**src/rtl/atm_pkg.sv**
```systemverilog
// Shared types and constants for the ATM transaction scheduler: op codes,
// FSM state encodings, balance limit and account-index helper.
package atm_pkg;

  localparam int BAL_LIMIT = 2048;
  localparam int ACC_IDX_W = 4;
  localparam int AMT_W     = 11;
  localparam int OP_W      = 2;

  typedef enum logic [1:0] {
    OP_BAL  = 2'd0,
    OP_WDR  = 2'd1,
    OP_DEP  = 2'd2,
    OP_XFER = 2'd3
  } op_e;

  typedef enum logic [2:0] {
    ST_IDLE   = 3'd0,
    ST_RD_SRC = 3'd1,
    ST_RD_DST = 3'd2,
    ST_EXEC   = 3'd3,
    ST_WR_DST = 3'd4,
    ST_RESP   = 3'd5
  } state_e;

  function automatic logic acc_bad(input logic [ACC_IDX_W-1:0] idx, input int num_acc);
    return int'(idx) >= num_acc;
  endfunction

endpackage

```
**src/rtl/atm_txn_scheduler_if.sv**
```systemverilog
// Terminal-side request/response bundle for atm_txn_scheduler.
// Per-terminal fields are packed side by side, terminal 0 in the low slice.
interface atm_txn_scheduler_if import atm_pkg::*; #(
  parameter int N_TERM = 2
);
  logic [N_TERM-1:0]           req_valid;
  logic [OP_W*N_TERM-1:0]      req_op;
  logic [ACC_IDX_W*N_TERM-1:0] req_src;
  logic [ACC_IDX_W*N_TERM-1:0] req_dst;
  logic [AMT_W*N_TERM-1:0]     req_amt;
  logic [N_TERM-1:0]           req_ready;
  logic [N_TERM-1:0]           rsp_valid;
  logic                        rsp_err;
  logic [AMT_W-1:0]            rsp_balance;

  modport master (
    output req_valid, req_op, req_src, req_dst, req_amt,
    input  req_ready, rsp_valid, rsp_err, rsp_balance
  );

  modport slave (
    input  req_valid, req_op, req_src, req_dst, req_amt,
    output req_ready, rsp_valid, rsp_err, rsp_balance
  );
endinterface

```
**src/rtl/atm_grant_arb.sv**
```systemverilog
// Terminal grant arbiter: combinational pick plus the latched winner index.
// ATM_RR_ARB_EN selects round-robin; otherwise fixed priority (lowest index wins).
module atm_grant_arb #(
  parameter  int N_TERM = 2,
  localparam int IDX_W  = (N_TERM > 1) ? $clog2(N_TERM) : 1
) (
  input  logic              clk,
  input  logic              rst_n,
  input  logic [N_TERM-1:0] req_valid_i,
  input  logic              advance_i,
  output logic              any_o,
  output logic [IDX_W-1:0]  gnt_idx_o,
  output logic [IDX_W-1:0]  gnt_q_o
);

  logic [IDX_W-1:0] gnt_q;

  always_ff @(posedge clk or negedge rst_n) begin
    if (!rst_n) begin
      gnt_q <= '0;
    end else if (advance_i) begin
      gnt_q <= gnt_idx_o;
    end
  end

  assign gnt_q_o = gnt_q;

`ifdef ATM_RR_ARB_EN
  logic [IDX_W-1:0] ptr_q;
  logic [IDX_W-1:0] ptr_d;
  int               k;

  always_comb begin
    ptr_d = ptr_q;
    if (advance_i) begin
      ptr_d = (int'(gnt_idx_o) == N_TERM - 1) ? '0 : gnt_idx_o + 1'b1;
    end
  end

  always_ff @(posedge clk or negedge rst_n) begin
    if (!rst_n) begin
      ptr_q <= '0;
    end else begin
      ptr_q <= ptr_d;
    end
  end

  // Search starts at the pointer and wraps; first requester found wins.
  always_comb begin
    any_o     = 1'b0;
    gnt_idx_o = '0;
    k         = 0;
    for (int i = 0; i < N_TERM; i++) begin
      k = (int'(ptr_q) + i) % N_TERM;
      if (!any_o && req_valid_i[k]) begin
        any_o     = 1'b1;
        gnt_idx_o = IDX_W'(k);
      end
    end
  end
`else
  always_comb begin
    any_o     = 1'b0;
    gnt_idx_o = '0;
    for (int i = N_TERM - 1; i >= 0; i--) begin
      if (req_valid_i[i]) begin
        any_o     = 1'b1;
        gnt_idx_o = IDX_W'(i);
      end
    end
  end
`endif

endmodule

```
**src/rtl/atm_txn_scheduler.sv**
```systemverilog
// Serialises terminal transactions onto one single-port balance RAM using
// read-check-write sequencing. Arbitration mode follows ATM_RR_ARB_EN (see atm_grant_arb).
//
// state     | meaning
// ----------+---------------------------------------------------------
// IDLE      | wait for request, grant, latch fields, read src or reject
// RD_SRC    | capture src balance; XFER also reads dst
// RD_DST    | capture dst balance
// EXEC      | evaluate rules; write src unless error or BAL
// WR_DST    | write dst + amt (XFER only)
// RESP      | one-cycle response to the granted terminal
module atm_txn_scheduler import atm_pkg::*; #(
  parameter int N_TERM  = 2,
  parameter int NUM_ACC = 10,
  parameter int BAL_W   = 16
) (
  input  logic                 clk,
  input  logic                 rst_n,
  atm_txn_scheduler_if.slave   term,
  output logic                 mem_rd_o,
  output logic                 mem_wr_o,
  output logic [ACC_IDX_W-1:0] mem_addr_o,
  output logic [BAL_W-1:0]     mem_wdata_o,
  input  logic [BAL_W-1:0]     mem_rdata_i
);

  localparam int IDX_W = (N_TERM > 1) ? $clog2(N_TERM) : 1;
  localparam int CW    = BAL_W + 1;

  state_e                 state_q, state_d;
  op_e                    op_q, op_d;
  logic [ACC_IDX_W-1:0]   src_q, src_d;
  logic [ACC_IDX_W-1:0]   dst_q, dst_d;
  logic [AMT_W-1:0]       amt_q, amt_d;
  logic [BAL_W-1:0]       src_bal_q, src_bal_d;
  logic [BAL_W-1:0]       dst_bal_q, dst_bal_d;
  logic                   err_q, err_d;
  logic [AMT_W-1:0]       rbal_q, rbal_d;

  logic                   any_req;
  logic                   advance;
  logic [IDX_W-1:0]       gnt_idx;
  logic [IDX_W-1:0]       gnt_q;

  op_e                    sel_op;
  logic [ACC_IDX_W-1:0]   sel_src;
  logic [ACC_IDX_W-1:0]   sel_dst;
  logic [AMT_W-1:0]       sel_amt;
  logic                   sel_bad;

  logic [CW-1:0]          src_w, dst_w, amt_w;
  logic                   exec_err;
  logic [BAL_W-1:0]       new_src;
  logic [BAL_W-1:0]       new_dst;

  atm_grant_arb #(.N_TERM(N_TERM)) u_arb (
    .clk         (clk),
    .rst_n       (rst_n),
    .req_valid_i (term.req_valid),
    .advance_i   (advance),
    .any_o       (any_req),
    .gnt_idx_o   (gnt_idx),
    .gnt_q_o     (gnt_q)
  );

  assign sel_op  = op_e'(term.req_op[OP_W*gnt_idx +: OP_W]);
  assign sel_src = term.req_src[ACC_IDX_W*gnt_idx +: ACC_IDX_W];
  assign sel_dst = term.req_dst[ACC_IDX_W*gnt_idx +: ACC_IDX_W];
  assign sel_amt = term.req_amt[AMT_W*gnt_idx +: AMT_W];
  assign sel_bad = acc_bad(sel_src, NUM_ACC) ||
                   ((sel_op == OP_XFER) && (acc_bad(sel_dst, NUM_ACC) || (sel_dst == sel_src)));

  // Limits are checked one bit wider than the RAM word so sums cannot wrap.
  always_comb begin
    src_w    = CW'(src_bal_q);
    dst_w    = CW'(dst_bal_q);
    amt_w    = CW'(amt_q);
    exec_err = 1'b0;
    new_src  = src_bal_q;
    new_dst  = dst_bal_q + BAL_W'(amt_q);
    unique case (op_q)
      OP_WDR: begin
        exec_err = amt_w > src_w;
        new_src  = src_bal_q - BAL_W'(amt_q);
      end
      OP_DEP: begin
        exec_err = (src_w + amt_w) >= CW'(BAL_LIMIT);
        new_src  = src_bal_q + BAL_W'(amt_q);
      end
      OP_XFER: begin
        exec_err = (amt_w > src_w) || ((dst_w + amt_w) >= CW'(BAL_LIMIT));
        new_src  = src_bal_q - BAL_W'(amt_q);
      end
      default: ;
    endcase
  end

  always_comb begin
    state_d          = state_q;
    op_d             = op_q;
    src_d            = src_q;
    dst_d            = dst_q;
    amt_d            = amt_q;
    src_bal_d        = src_bal_q;
    dst_bal_d        = dst_bal_q;
    err_d            = err_q;
    rbal_d           = rbal_q;
    advance          = 1'b0;
    term.req_ready   = '0;
    term.rsp_valid   = '0;
    term.rsp_err     = 1'b0;
    term.rsp_balance = '0;
    mem_rd_o         = 1'b0;
    mem_wr_o         = 1'b0;
    mem_addr_o       = '0;
    mem_wdata_o      = '0;

    unique case (state_q)
      ST_IDLE: begin
        if (any_req) begin
          advance        = 1'b1;
          term.req_ready = N_TERM'(1) << gnt_idx;
          op_d           = sel_op;
          src_d          = sel_src;
          dst_d          = sel_dst;
          amt_d          = sel_amt;
          if (sel_bad) begin
            err_d   = 1'b1;
            rbal_d  = '0;
            state_d = ST_RESP;
          end else begin
            mem_rd_o   = 1'b1;
            mem_addr_o = sel_src;
            state_d    = ST_RD_SRC;
          end
        end
      end
      ST_RD_SRC: begin
        src_bal_d = mem_rdata_i;
        if (op_q == OP_XFER) begin
          mem_rd_o   = 1'b1;
          mem_addr_o = dst_q;
          state_d    = ST_RD_DST;
        end else begin
          state_d = ST_EXEC;
        end
      end
      ST_RD_DST: begin
        dst_bal_d = mem_rdata_i;
        state_d   = ST_EXEC;
      end
      ST_EXEC: begin
        err_d  = exec_err;
        rbal_d = exec_err ? src_bal_q[AMT_W-1:0] : new_src[AMT_W-1:0];
        if (exec_err || (op_q == OP_BAL)) begin
          state_d = ST_RESP;
        end else begin
          mem_wr_o    = 1'b1;
          mem_addr_o  = src_q;
          mem_wdata_o = new_src;
          state_d     = (op_q == OP_XFER) ? ST_WR_DST : ST_RESP;
        end
      end
      ST_WR_DST: begin
        mem_wr_o    = 1'b1;
        mem_addr_o  = dst_q;
        mem_wdata_o = new_dst;
        state_d     = ST_RESP;
      end
      ST_RESP: begin
        term.rsp_valid   = N_TERM'(1) << gnt_q;
        term.rsp_err     = err_q;
        term.rsp_balance = rbal_q;
        state_d          = ST_IDLE;
      end
      default: state_d = ST_IDLE;
    endcase
  end

  always_ff @(posedge clk or negedge rst_n) begin
    if (!rst_n) begin
      state_q   <= ST_IDLE;
      op_q      <= OP_BAL;
      src_q     <= '0;
      dst_q     <= '0;
      amt_q     <= '0;
      src_bal_q <= '0;
      dst_bal_q <= '0;
      err_q     <= 1'b0;
      rbal_q    <= '0;
    end else begin
      state_q   <= state_d;
      op_q      <= op_d;
      src_q     <= src_d;
      dst_q     <= dst_d;
      amt_q     <= amt_d;
      src_bal_q <= src_bal_d;
      dst_bal_q <= dst_bal_d;
      err_q     <= err_d;
      rbal_q    <= rbal_d;
    end
  end

endmodule
```
**src/flat_wrapper.sv**
```systemverilog
// flat-port wrapper written by rule: the top's interface ports become plain ports
module atm_txn_scheduler_flat import atm_pkg::*;
#(
  parameter int N_TERM  = 2,
  parameter int NUM_ACC = 10,
  parameter int BAL_W   = 16
)
  (clk, rst_n, mem_rd_o, mem_wr_o, mem_addr_o, mem_wdata_o, mem_rdata_i, term_req_valid, term_req_op, term_req_src, term_req_dst, term_req_amt, term_req_ready, term_rsp_valid, term_rsp_err, term_rsp_balance);
  atm_txn_scheduler_if #(.N_TERM(N_TERM)) term_i ();
  input  logic clk;
  input  logic rst_n;
  output logic mem_rd_o;
  output logic mem_wr_o;
  output logic [ACC_IDX_W-1:0] mem_addr_o;
  output logic [BAL_W-1:0] mem_wdata_o;
  input  logic [BAL_W-1:0] mem_rdata_i;
  input wire logic [$bits(term_i.req_valid)-1:0] term_req_valid;
  input wire logic [$bits(term_i.req_op)-1:0] term_req_op;
  input wire logic [$bits(term_i.req_src)-1:0] term_req_src;
  input wire logic [$bits(term_i.req_dst)-1:0] term_req_dst;
  input wire logic [$bits(term_i.req_amt)-1:0] term_req_amt;
  output wire logic [$bits(term_i.req_ready)-1:0] term_req_ready;
  output wire logic [$bits(term_i.rsp_valid)-1:0] term_rsp_valid;
  output wire logic [$bits(term_i.rsp_err)-1:0] term_rsp_err;
  output wire logic [$bits(term_i.rsp_balance)-1:0] term_rsp_balance;
  assign term_i.req_valid = term_req_valid;
  assign term_i.req_op = term_req_op;
  assign term_i.req_src = term_req_src;
  assign term_i.req_dst = term_req_dst;
  assign term_i.req_amt = term_req_amt;
  assign term_req_ready = term_i.req_ready;
  assign term_rsp_valid = term_i.rsp_valid;
  assign term_rsp_err = term_i.rsp_err;
  assign term_rsp_balance = term_i.rsp_balance;
  atm_txn_scheduler #(.N_TERM(N_TERM), .NUM_ACC(NUM_ACC), .BAL_W(BAL_W)) u_core (.clk(clk), .rst_n(rst_n), .term(term_i), .mem_rd_o(mem_rd_o), .mem_wr_o(mem_wr_o), .mem_addr_o(mem_addr_o), .mem_wdata_o(mem_wdata_o), .mem_rdata_i(mem_rdata_i));
endmodule
```
**config.mk**
```make
export PLATFORM = sky130hd
export DESIGN_NAME = atm_txn_scheduler_flat
export DESIGN_NICKNAME = d
export VERILOG_FILES = /design/src/rtl/atm_pkg.sv /design/src/rtl/atm_txn_scheduler_if.sv /design/src/rtl/atm_grant_arb.sv /design/src/rtl/atm_txn_scheduler.sv /design/src/flat_wrapper.sv
export SDC_FILE = /design/constraint.sdc
export NUM_CORES = 1
export LEC_CHECK = 0
export BUFFER_PORTS_ARGS = -buffer_cell sky130_fd_sc_hd__buf_2
export CORE_MARGIN = 4
export CORE_UTILIZATION = 25
export CTS_CLUSTER_SIZE = 8
export DETAILED_ROUTE_END_ITERATION = 16
export GPL_TIMING_DRIVEN = 0
export PLACE_DENSITY = 0.53
export SLEW_MARGIN = 40
export SYNTH_ARGS = -nofsm -noshare
export SYNTH_HDL_FRONTEND = slang
export SYNTH_HIERARCHICAL = 1
export SYNTH_SLANG_ARGS = --single-unit
```
**constraint.sdc**
```tcl
create_clock -name clk -period 4.7 [get_ports clk]
set_input_delay 0.235 -clock clk [delete_from_list [all_inputs] [get_ports clk]]
set_output_delay 0.235 -clock clk [all_outputs]
set_load 0.05 [all_outputs]
```
Yosys cells after proc, flatten, opt, wreduce, memory -nomap -nowiden
Index checks and enable logic that the tools add are counted.

Input bits: 62. Word-level logic and storage cells: 88. Output and inout port bits: 38. Register bits after elaboration: 69.

$lt $le $gt $ge: 5. Reduce and logical (&&, ||, !) cells: 11. Add/sub/neg operators: 5. Muxes and demuxes: 38. Shift-type cells: 6. Multiply operators: 1. Eq/ne operators: 12.

Operator list (number): 16-bit one-hot mux with 2 select lines (2); 11-bit two-way mux (4); 16-bit by 11-bit adder with 17-bit output (2); 17-bit by 12-bit >= comparator with 1-bit output (second input constant) (2); 16-bit by 11-bit adder with 16-bit output (2); 11-bit one-hot mux with 2 select lines (1); 22-bit by 6-bit variable part select with 11-bit output (1); 11-bit by 16-bit > comparator with 1-bit output (1); 16-bit two-way mux (1); 4-bit two-way mux (4); 4-bit one-hot mux with 4 select lines (1); 8-bit by 4-bit variable part select with 4-bit output (2); 16-bit by 11-bit subtractor with 16-bit output (1); 3-bit one-hot mux with 5 select lines (1); 1-bit two-way mux (14); 3-bit two-way mux (3); 4-bit >= comparator (second input constant) (2); 2-bit equality test (second input constant) (3); 3-bit by 2-bit equality test with 1-bit output (second input constant) (2); 3-bit equality test (second input constant) (2); 2-bit two-way mux (3); 1-bit one-hot mux with 2 select lines (3); 4-bit by 1-bit multiplier with 5-bit output (first input constant) (1); 4-bit equality test (1); 14 further kinds (19).

Depth between registers and ports, before layout
Gate-level depths: netlist (run 1).

Word-level depth: 10. Gate-level depth with buffers: 13. Mapped depth without buffers: 12.

By module
The synthesis (run 1) kept the hierarchy.

By module, submodules not included: atm_txn_scheduler (times used 1, area an instance 5545.3 um2, cells an instance 650, seq. area each 1701.6 um2); atm_grant_arb (times used 1, area an instance 60.1 um2, cells an instance 4, seq. area each 25.0 um2).

Worst setup path after synthesis (run 1)
No wires, ideal clock.

Kind: register to output. Start point: reg u_core.amt_q[0]. End point: out mem_wdata_o[3]. Path buffers: 1. Arrival time: 3355 ps. Cell stages (with the launch flop): 13. Slack: 1110 ps. Required time: 4465 ps. Cell sequence: dfrtp_1 ha_1 inv_1 fa_1 nor2_2 o211ai_1 a2111oi_2 o31a_1 o221ai_2 a211oi_4 o211ai_4 buf_6 o32ai_1.

Word-level cells in the longest chain between the ends: 7. Elaborated cells on any way between the ends: 14. Those cells by class: add/sub: 5; order compare: 3; mux: 4; reduce/logical: 2.

Ends and longest elaborated chain: start, declared (RTL line atm_txn_scheduler.sv:34) `logic [AMT_W-1:0] amt_q, amt_d;`; start signal, assigned (RTL line atm_txn_scheduler.sv:196) `amt_q <= amt_d;`; 16-bit by 11-bit adder with 17-bit output (RTL line atm_txn_scheduler.sv:91) `exec_err = (amt_w > src_w) || ((dst_w + amt_w) >= CW'(BAL_LIMIT));`; 17-bit by 12-bit >= comparator with 1-bit output (RTL line atm_txn_scheduler.sv:91); 1-bit logical OR (RTL line atm_txn_scheduler.sv:91); 1-bit one-hot mux with 3 select lines (RTL line atm_txn_scheduler.sv:81) `unique case (op_q)`; 1-bit logical OR (RTL line atm_txn_scheduler.sv:155) `if (exec_err || (op_q == OP_BAL)) begin`; 16-bit two-way mux (RTL line atm_txn_scheduler.sv:155); 16-bit one-hot mux with 2 select lines * (RTL line atm_txn_scheduler.sv:118) `unique case (state_q)`; end, declared (RTL line flat_wrapper.sv:15) `output logic [BAL_W-1:0] mem_wdata_o;`.

Every way passes the cells marked *; elsewhere a longest branch is shown, timed or not.

Final worst setup path (run 1)
Start point: reg u_core.amt_q[0]. End point: out mem_wdata_o[7].

Same word-level chain as after synthesis.

==> out/summary.txt, run 1 <==
status -> finished clean
Overflow after GRT -> 0
Filler cells -> 2313
number of global-route vias before repair -> 4987
worst hold-check path type -> in -> reg
Slowest-stage cell, CP -> a2111oi_2
Post-Route WL -> 18.2 mm
CTS tree -> done
minimum clock period -> 4320 ps
DP HPWL -> 14.4 mm
Seq/Total Area, Yosys -> 30.8%
unrepaired setup endpoints after global routing -> no
Die ar. -> 24900 um^2
setup bufs post-CTS -> 0
post-synth cell types -> 75
Clock transition at path regs -> 70 ps
wire length per cell -> 17.3 um
period utilization -> 92.0%
worst path buffer plus inverter count -> 3
clock skew -> 9.50 ps
Syn Nets -> 752
Crit path max-delay family -> compound AO/OA/AOI/OAI gates
n_diodes -> 0
pin count of the biggest net entering global routing -> 52
Max Transition Viols Final -> 0
GRT Resource Usage Total -> 14.3%
core footprint -> 22000 um^2
Final Hold Fails -> 0
Final Net Count -> 864
cells along the critical path -> ha_1, inv_1, fa_1, nor2_2, o211ai_1, a2111oi_2, o31a_1, o221ai_2, a211oi_4, o211ai_4, buf_6, o22ai_2, buf_2
DRT antenna net count -> 0
required time worst endpoint -> 4470 ps
antenna violations before repair -> 0
R2R Path Start -> u_core/amt_q[0]
First DRT Iteration DRCs -> 320
Yosys reg bits -> 69
EDFF count, synth -> 0
Post-Syn Area -> 5610 um^2
Hold Crit Start -> mem_rdata_i[15]
layout cells sized above 1 -> 22.2%
endpoints failing setup -> 0
DIE HEIGHT -> 158 um
RePlAce Congestion -> 0.921
DRC viols -> 0
Startpoint Class -> flip-flop
dpl cells -> 1034
vias per cell -> 4.92
port bufs -> 99
via count -> 5172
Synth Flop Type -> dfrtp_1
first-pass GRT wire length -> 27.7 mm
Max Freq -> 0.231 GHz
FP Rows -> 54
relative slew slack -> 49.5%
Setup CP Type -> reg -> out
Async S/R FF share, synth -> 100%
Setup TNS Final -> 0 ps
Max Root-Sink Buffers -> 2
slowest cell delay on critical path -> 460 ps
H-tree Lvls -> 3
Place WS -> 791 ps
CTS Root Cell -> clkbuf_16
clk_lat worst skew -> 340 ps
WP data arrival -> 4090 ps
number of placed I/O pins -> 100
Crit. End Element -> primary output
Post-Syn Instances -> 654
post-route setup slack -> 376 ps
Worst-Margin Slew -> 757 ps
area delta synth->final -> 21.0%
YS warnings -> 6
Clock Sinks -> 69
MaxCap Viol Count -> 0
Die X -> 158 um
Post-Syn Area per Cell -> 8.57 um^2
Pre-antenna DRT Iters -> 4
Critical path origin -> u_core/amt_q[0]
Initial Util -> 25.5%
fin cells -> 1051
Num CTS Buffers -> 9
crit-path max FO -> 10
==> through the flow <==
stage          hold WS [ps]  util [%]  instance area (um^2)
2_1_floorplan         -60.6         -                  5610
3_3_place_gp            447      29.4                  6450
3_5_place_dp           96.7      29.5                  6480
4_1_cts                99.6      30.9                  6780
5_1_grt                 108      30.9                  6780
6_report                114      30.9                  6780
==> kinds of logic after synthesis <==
| logic type | after synthesis | synth area share (%) |
|---|---|---|
| fa+ha+maj | 36 | 8.44 |
| flops | 69 | 30.8 |
| simple gates | 210 | 18.3 |
| compound gates | 182 | 23.4 |
| xor+xnor | 36 | 5.62 |
| mux | 38 | 7.21 |
| buf+inv | 83 | 6.23 |
==> metal layers <==
layer | vias to the layer above | wire length, um | global-route usage [%] | share of wire, %
met2 | 148 | 8620 | 23.7 | 47
met4 | 0 | 493 | 5.78 | 2.7
li1 | 2541 | - | - | -
met3 | 23 | 768 | 1.80 | 4.2
met5 | - | 0 | 0 | 0
met1 | 2460 | 8280 | 18.9 | 46
==> tightest hold or removal path: stages <==
cell,delay (ps)
buf_2,90
nand2_1,50
nand2_1,50
==> placed cells by master, fill, tap and decap left out, types with 7 or more instances in the layout <==
cell	n
and2_1	15
a21o_1	7
dfrtp_1	69
nand2b_1	9
a21oi_1	54
nand2_1	62
clkbuf_1	30
o22ai_1	8
o22ai_2	8
nor2b_1	12
nor2_1	69
clkbuf_16	9
mux2i_1	22
xnor2_1	22
a211oi_1	17
ha_1	33
mux2_2	15
xor2_1	14
o221ai_1	13
o21ai_0	26
inv_1	39
buf_2	104
==> worst paths after layout <==
check,depth (start not counted),endpoint,slack (ps)
max in group asynchronous,3,u_core/src_bal_q[6],3870
worst max-delay path,13,mem_wdata_o[7],380
worst min register to register,2,u_core/rbal_q[5],490
worst min-delay path,3,u_core/src_bal_q[15],110
min in group asynchronous,2,u_core/src_bal_q[11],300
worst max register to register,11,u_core/rbal_q[0],1250
==> cell usage after synthesis, types with 4 or more instances <==
master,count,area (um^2)
a211oi_1,17,128
a21o_1,7,52.6
a21oi_1,54,270
a31oi_1,6,37.5
and2_1,15,93.8
buf_2,6,30.0
buf_6,4,45.0
clkbuf_1,30,113
dfrtp_1,69,1730
ha_1,33,413
inv_1,39,146
mux2_2,15,169
mux2i_1,22,220
nand2_1,62,233
nand2b_1,9,56.3
nand3_1,5,25.0
nor2_1,69,259
nor2b_1,12,75.1
nor4_1,6,37.5
o21a_1,5,37.5
o21ai_0,26,130
o21bai_1,4,30.0
o221ai_1,13,114
o22ai_1,8,50.1
o22ai_2,8,100
or2_2,4,25.0
xnor2_1,22,193
xor2_1,14,123
==> timing repair <==
item / in CTS / in global routing
gates resized for setup: 0 / 0
endpoints found under the hold margin: 18 / 0
hold buffers: 1 / 0
==> final cells by class <==
class                           count  area [um^2]  share of cell area [%]
Sequential cell                    69         1730                    25.5
Tap cell                          280          350                    5.17
Clock buffer                        9          225                    3.32
Inverter                           40          150                    2.21
Buffer                             43          199                    2.93
Multi-Input combinational cell    502         3530                    52.1
Clock inverter                      7         58.8                   0.867
Timing Repair Buffer              101          539                    7.95
==> flip-flops by register name (all words and copies together), names as in the netlist <==
signal / flops
u_core/amt_q: 11
u_core/dst_q: 4
u_core/dst_bal_q: 16
u_core/src_q: 4
u_core/u_arb/gnt_q_o: 1
u_core/rbal_q: 11
u_core/err_q: 1
u_core/op_q: 2
u_core/src_bal_q: 16
u_core/state_q: 3
Power of run 1 is left out: the tool's default activity adds up to more than one toggle a clock period on the data nets, which glitch-free logic cannot reach.
==> run 2, diff against run 1 <==
==> constraint.sdc (replaced) <==
create_clock -name clk -period 4.25 [get_ports clk]
set_input_delay 0.2125 -clock clk [delete_from_list [all_inputs] [get_ports clk]]
set_output_delay 0.2125 -clock clk [all_outputs]
set_load 0.05 [all_outputs]
==> run 2 against run 1 <==
Net effect:
- non-clock buffer count is 3 higher
- critical endpoint unchanged
- final area is 1.2% higher
- hold slack worse by 23 ps
- critical path depth is 1 higher
- register-to-register slack worse by 440 ps
- sequential cell count stayed put
==> out/summary.txt, run 2 (synthesis gave the netlist of run 1 again) <==
CTS tree -> done (unchanged)
Hold Crit Start -> mem_rdata_i[15] (unchanged)
FP Rows -> 54 (unchanged)
Startpoint Class -> flip-flop (unchanged)
worst hold-check path type -> in -> reg (unchanged)
Max Freq -> 0.242 GHz
Num CTS Buffers -> 9 (unchanged)
Filler cells -> 2306 (was 2313)
Worst Hold Depth -> 3 (unchanged)
DRT antenna net count -> 0 (unchanged)
R2R Path Start -> u_core/amt_q[0] (unchanged)
Worst-Margin Slew -> 755 ps (was 757 ps)
minimum clock period -> 4130 ps
fin cells -> 1054 (was 1051)
RePlAce Congestion -> 0.921 (unchanged)
First DRT Iteration DRCs -> 318 (was 320)
Die X -> 158 um (unchanged)
Setup CP Type -> reg -> out (unchanged)
relative slew slack -> 49.6% (was 49.5%)
Place WS -> 364 ps (was 791 ps)
required time worst endpoint -> 4040 ps (was 4470 ps)
Reg2Reg Setup Slack -> 810 ps (was 1250 ps)
via count -> 5165 (was 5172)
Hold Crit Endpoint -> u_core/src_bal_q[15] (unchanged)
crit-path max FO -> 10 (unchanged)
area delta synth->final -> 22.5% (was 21.0%)
dpl cells -> 1034 (unchanged)
number of placed I/O pins -> 100 (unchanged)
core footprint -> 22000 um^2 (unchanged)
vias per cell -> 4.90 (was 4.92)
Crit. End Element -> primary output (unchanged)
Initial Util -> 25.5% (unchanged)
antenna violations before repair -> 0 (unchanged)
cells along the critical path -> ha_1, inv_1, fa_1, nor2_2, o211ai_1, a2111oi_4, o31a_1, o221ai_2, a211oi_4, buf_4, o211ai_4, buf_8, o22ai_2, buf_6 (was ha_1, inv_1, fa_1, nor2_2, o211ai_1, a2111oi_2, o31a_1, o221ai_2, a211oi_4, o211ai_4, buf_6, o22ai_2, buf_2)
H-tree Lvls -> 3 (unchanged)
period utilization -> 97.1%
Die ar. -> 24900 um^2 (unchanged)
WP data arrival -> 3910 ps (was 4090 ps)
Clock Sinks -> 69 (unchanged)
clk_lat worst skew -> 340 ps (about the same)
biggest regs -> u_core/dst_bal_q (16), u_core/src_bal_q (16) (unchanged)
slowest cell delay on critical path -> 450 ps (was 460 ps)
port bufs -> 99 (unchanged)
Clock transition at path regs -> 70 ps (about the same)
Final Hold Fails -> 0 (unchanged)
Final Net Count -> 867 (was 864)
DP HPWL -> 14.4 mm (unchanged)
first-pass GRT wire length -> 27.8 mm (was 27.7 mm)
Slowest-stage cell, CP -> a2111oi_4 (was a2111oi_2)
endpoints failing setup -> 0 (unchanged)
clock skew -> 9.04 ps (was 9.50 ps)
DRC viols -> 0 (unchanged)
Max Root-Sink Buffers -> 2 (unchanged)
wire length per cell -> 17.3 um (about the same)
worst r2r path cells -> 12 (was 11)
layout cells sized above 1 -> 22.7% (was 22.2%)
status -> finished clean (unchanged)
Pre-antenna DRT Iters -> 4 (unchanged)
Post-Route WL -> 18.2 mm (about the same)
number of global-route vias before repair -> 4990 (was 4987)
MaxCap Viol Count -> 0 (unchanged)
most frequent cells in the layout -> buf_2, nor2_1, dfrtp_1, nand2_1, a21oi_1 (unchanged)
n_diodes -> 0 (unchanged)
post-route setup slack -> 124 ps (was 376 ps)
pin count of the biggest net entering global routing -> 52 (unchanged)
Max Transition Viols Final -> 0 (unchanged)
Reg2Reg Capture Point -> u_core/rbal_q[6] (was u_core/rbal_q[0])
DIE HEIGHT -> 158 um (unchanged)
Overflow after GRT -> 0 (unchanged)
commonest non-fill, non-tap cell in the layout -> buf_2 (unchanged)
GRT Resource Usage Total -> 14.3% (about the same)
CTS Root Cell -> clkbuf_16 (unchanged)
-- run 2: cell types whose count changed in the layout (fill, tap and decap cells not counted), sizes merged --
| cell | before | now |
|---|---|---|
| buf | 113 | 116 |
-- run 2: worst max path at each step --
stage / startpoint / cells after the start / end / slack (ps)
detailed placement: u_core/amt_q[1] / 12 / mem_wdata_o[7] / 360
global route: u_core/amt_q[0] / 14 / mem_wdata_o[12] / -10
floorplan: u_core/amt_q[0] / 12 / mem_wdata_o[3] / 680
global placement: u_core/amt_q[1] / 12 / mem_wdata_o[7] / 380
finish: u_core/amt_q[0] / 14 / mem_wdata_o[7] / 120
CTS: u_core/amt_q[1] / 13 / mem_wdata_o[7] / 10
-- run 2: stage by stage --
step                      cell area (um^2)  util, %  TNS (ps)  hold slack [ps]
after global placement                6450     29.4         0              424
final                                 6860     31.3         0             90.5
after floorplan                       5610        -         0            -83.1
after global routing                  6860     31.3     -24.0             85.2
after CTS                             6790     30.9         0             77.1
after detailed placement              6480     29.5         0             74.2
-- run 2: final cells by class --
cell class / count / area (um^2) / share of cell area [%]
clock buffers: 9 / 225 / 3.28
repair buffers: 104 / 591 / 8.60
clock inverters: 7 / 58.8 / 0.857
flip-flops and latches: 69 / 1730 / 25.2
well taps: 280 / 350 / 5.10
inverters: 40 / 150 / 2.19
plain buffers: 43 / 203 / 2.95
multi-input cells: 502 / 3560 / 51.9
-- run 2: per-layer routing --
layer	GRT usage, %	part of all wire [%]
met1	18.9	45
met4	5.78	2.7
met3	1.80	4.2
met2	23.7	48
met5	0	0
-- run 2: what timing repair did --
item	CTS	global route
gates resized for setup	0	22
setup buffers	1	2
pin swaps	2	3
hold buffers	1	0
cloned	0	0
hold endpoints to repair	18	0
endpoints found under the setup margin	5	16
-- run 2: worst max-delay path: cells and delay by family (launching register included) --
kind / cells / cell delay, ps
AOI/OAI and AO/OA: 7 / 1680
buffers and inverters: 4 / 670
and+or+nand+nor: 1 / 180
adders and majority gates: 2 / 620
DFF: 1 / 410
Power of run 2 is left out for the same reason.
==> run 3, diff against run 2 <==
--- a/config.mk
+++ b/config.mk
@@ -12,6 +12,7 @@
 export DETAILED_ROUTE_END_ITERATION = 16
 export GPL_TIMING_DRIVEN = 0
 export PLACE_DENSITY = 0.53
+export SETUP_SLACK_MARGIN = 0.2
 export SLEW_MARGIN = 40
 export SYNTH_ARGS = -nofsm -noshare
 export SYNTH_HDL_FRONTEND = slang
==> run 3 against run 2 <==
Net effect:
- first-iteration DRC count decreased by 15%
- final area increased by 1.1%
- clock-buffer cell count unchanged
- sequential cell count unchanged
- critical path depth unchanged
- clock skew decreased by 0.94 ps
- global-route usage increased by 0.056 points
- sequential share of layout area decreased by 0.27 points
- setup slack improved by 230 ps
- critical path type unchanged
- highest routed layer unchanged
==> out/summary.txt, run 3 (synthesis gave the netlist of run 1 again) <==
status -> finished clean (unchanged)
layout cells sized above 1 -> 23.9% (was 22.7%)
First DRT Iteration DRCs -> 270 (was 318)
Crit. End Element -> primary output (unchanged)
port bufs -> 99 (unchanged)
first-pass GRT wire length -> 27.9 mm (was 27.8 mm)
Final Net Count -> 871 (was 867)
H-tree Lvls -> 3 (unchanged)
Max Root-Sink Buffers -> 2 (unchanged)
pin count of the biggest net entering global routing -> 52 (unchanged)
DIE HEIGHT -> 158 um (unchanged)
Max Transition Viols Final -> 0 (unchanged)
most frequent cells in the layout -> buf_2, nor2_1, dfrtp_1, nand2_1, a21oi_1 (unchanged)
period utilization -> 91.7% (was 97.1%)
endpoints failing setup -> 0 (unchanged)
GRT Resource Usage Total -> 14.4% (was 14.3%)
CTS Root Cell -> clkbuf_16 (unchanged)
Initial Util -> 25.5% (unchanged)
Final Hold Fails -> 0 (unchanged)
worst hold-check path type -> in -> reg (unchanged)
required time worst endpoint -> 4040 ps (about the same)
wire length per cell -> 17.2 um (was 17.3 um)
Num CTS Buffers -> 9 (unchanged)
Worst-Margin Slew -> 745 ps (was 755 ps)
relative slew slack -> 50.3% (was 49.6%)
n_diodes -> 0 (unchanged)
Overflow after GRT -> 0 (unchanged)
RePlAce Congestion -> 0.921 (unchanged)
Setup CP Type -> reg -> out (unchanged)
dpl cells -> 1034 (unchanged)
WP data arrival -> 3690 ps (was 3910 ps)
biggest regs -> u_core/dst_bal_q (16), u_core/src_bal_q (16) (unchanged)
antenna violations before repair -> 0 (unchanged)
Clock transition at path regs -> 70 ps (about the same)
DRT antenna net count -> 0 (unchanged)
Pre-antenna DRT Iters -> 4 (unchanged)
Max Freq -> 0.256 GHz (was 0.242 GHz)
unrepaired setup endpoints after global routing -> no
minimum clock period -> 3900 ps (was 4130 ps)
area delta synth->final -> 23.8% (was 22.5%)
DP HPWL -> 14.4 mm (unchanged)
number of global-route vias before repair -> 5017 (was 4990)
Startpoint Class -> flip-flop (unchanged)
Setup TNS Final -> 0 ps (unchanged)
Die ar. -> 24900 um^2 (unchanged)
fin cells -> 1058 (was 1054)
DRC viols -> 0 (unchanged)
Clock Sinks -> 69 (unchanged)
commonest non-fill, non-tap cell in the layout -> buf_2 (unchanged)
crit-path max FO -> 10 (unchanged)
Post-Route WL -> 18.2 mm (unchanged)
CTS tree -> done (unchanged)
clk_lat worst skew -> 340 ps (about the same)
number of placed I/O pins -> 100 (unchanged)
FP Rows -> 54 (unchanged)
clock skew -> 8.10 ps (was 9.04 ps)
Die X -> 158 um (unchanged)
vias per cell -> 4.92 (was 4.90)
via count -> 5207 (was 5165)
core footprint -> 22000 um^2 (unchanged)
MaxCap Viol Count -> 0 (unchanged)
-- run 3: through the flow --
step | setup WS, ps | hold slack (ps) | util (%) | area [um^2]
3_3_place_gp | 384 | 424 | 29.4 | 6450
6_report | 351 | 89.9 | 31.6 | 6940
5_1_grt | 232 | 85.0 | 31.6 | 6940
2_1_floorplan | 682 | -83.1 | - | 5610
3_5_place_dp | 364 | 74.2 | 29.5 | 6480
4_1_cts | 200 | 77.1 | 31.3 | 6870
-- run 3: final timing paths --
kind	slack [ps]	cells after the start	startpoint	endpoint
min in group asynchronous	280	2	rst_n	u_core/src_bal_q[11]
worst min-delay path	90	3	mem_rdata_i[15]	u_core/src_bal_q[15]
max in group asynchronous	3440	3	rst_n	u_core/src_bal_q[3]
worst max register to register	830	12	u_core/amt_q[0]	u_core/rbal_q[1]
worst max-delay path	350	14	u_core/amt_q[0]	mem_wdata_o[7]
worst min register to register	490	2	u_core/rbal_q[2]	u_core/rbal_q[2]
-- run 3: final cells by class --
| cell class | count | area, um^2 |
|---|---|---|
| clock inverter | 7 | 58.8 |
| sequential | 69 | 1730 |
| buffer | 43 | 199 |
| clock buffer | 9 | 225 |
| tap | 280 | 350 |
| fill | 2297 | 15000 |
| inverter | 40 | 150 |
| multi-input combinational | 502 | 3590 |
| timing repair buffer | 108 | 643 |
-- run 3: critical path, stage by stage, from the launching register on --
cell and delay (ps):
dfrtp_1 410, buf_4 150, ha_1 220, inv_1 80, fa_1 210, nor2b_1 70, o2111a_1 270, nor4b_1 350
nor2_1 170, o221a_2 280, o211a_1 300, o211ai_4 270, buf_6 210, o22ai_2 140, buf_6 220
-- run 3: routing by layer --
layer	routed length [um]	track usage, %	part of all wire (%)
met1	8270	19.1	45
met2	8540	23.6	47
met3	782	1.80	4.3
met4	629	6.02	3.5
met5	0	0	0
-- run 3: what timing repair did --
item	4_1_cts	5_1_grt
hold buffers	1	0
buffers inserted	4	3
endpoints found under the hold margin	18	0
pin swaps	4	5
gates resized for setup	18	11
endpoints found under the setup margin	21	21
Power of run 3 is left out for the same reason.
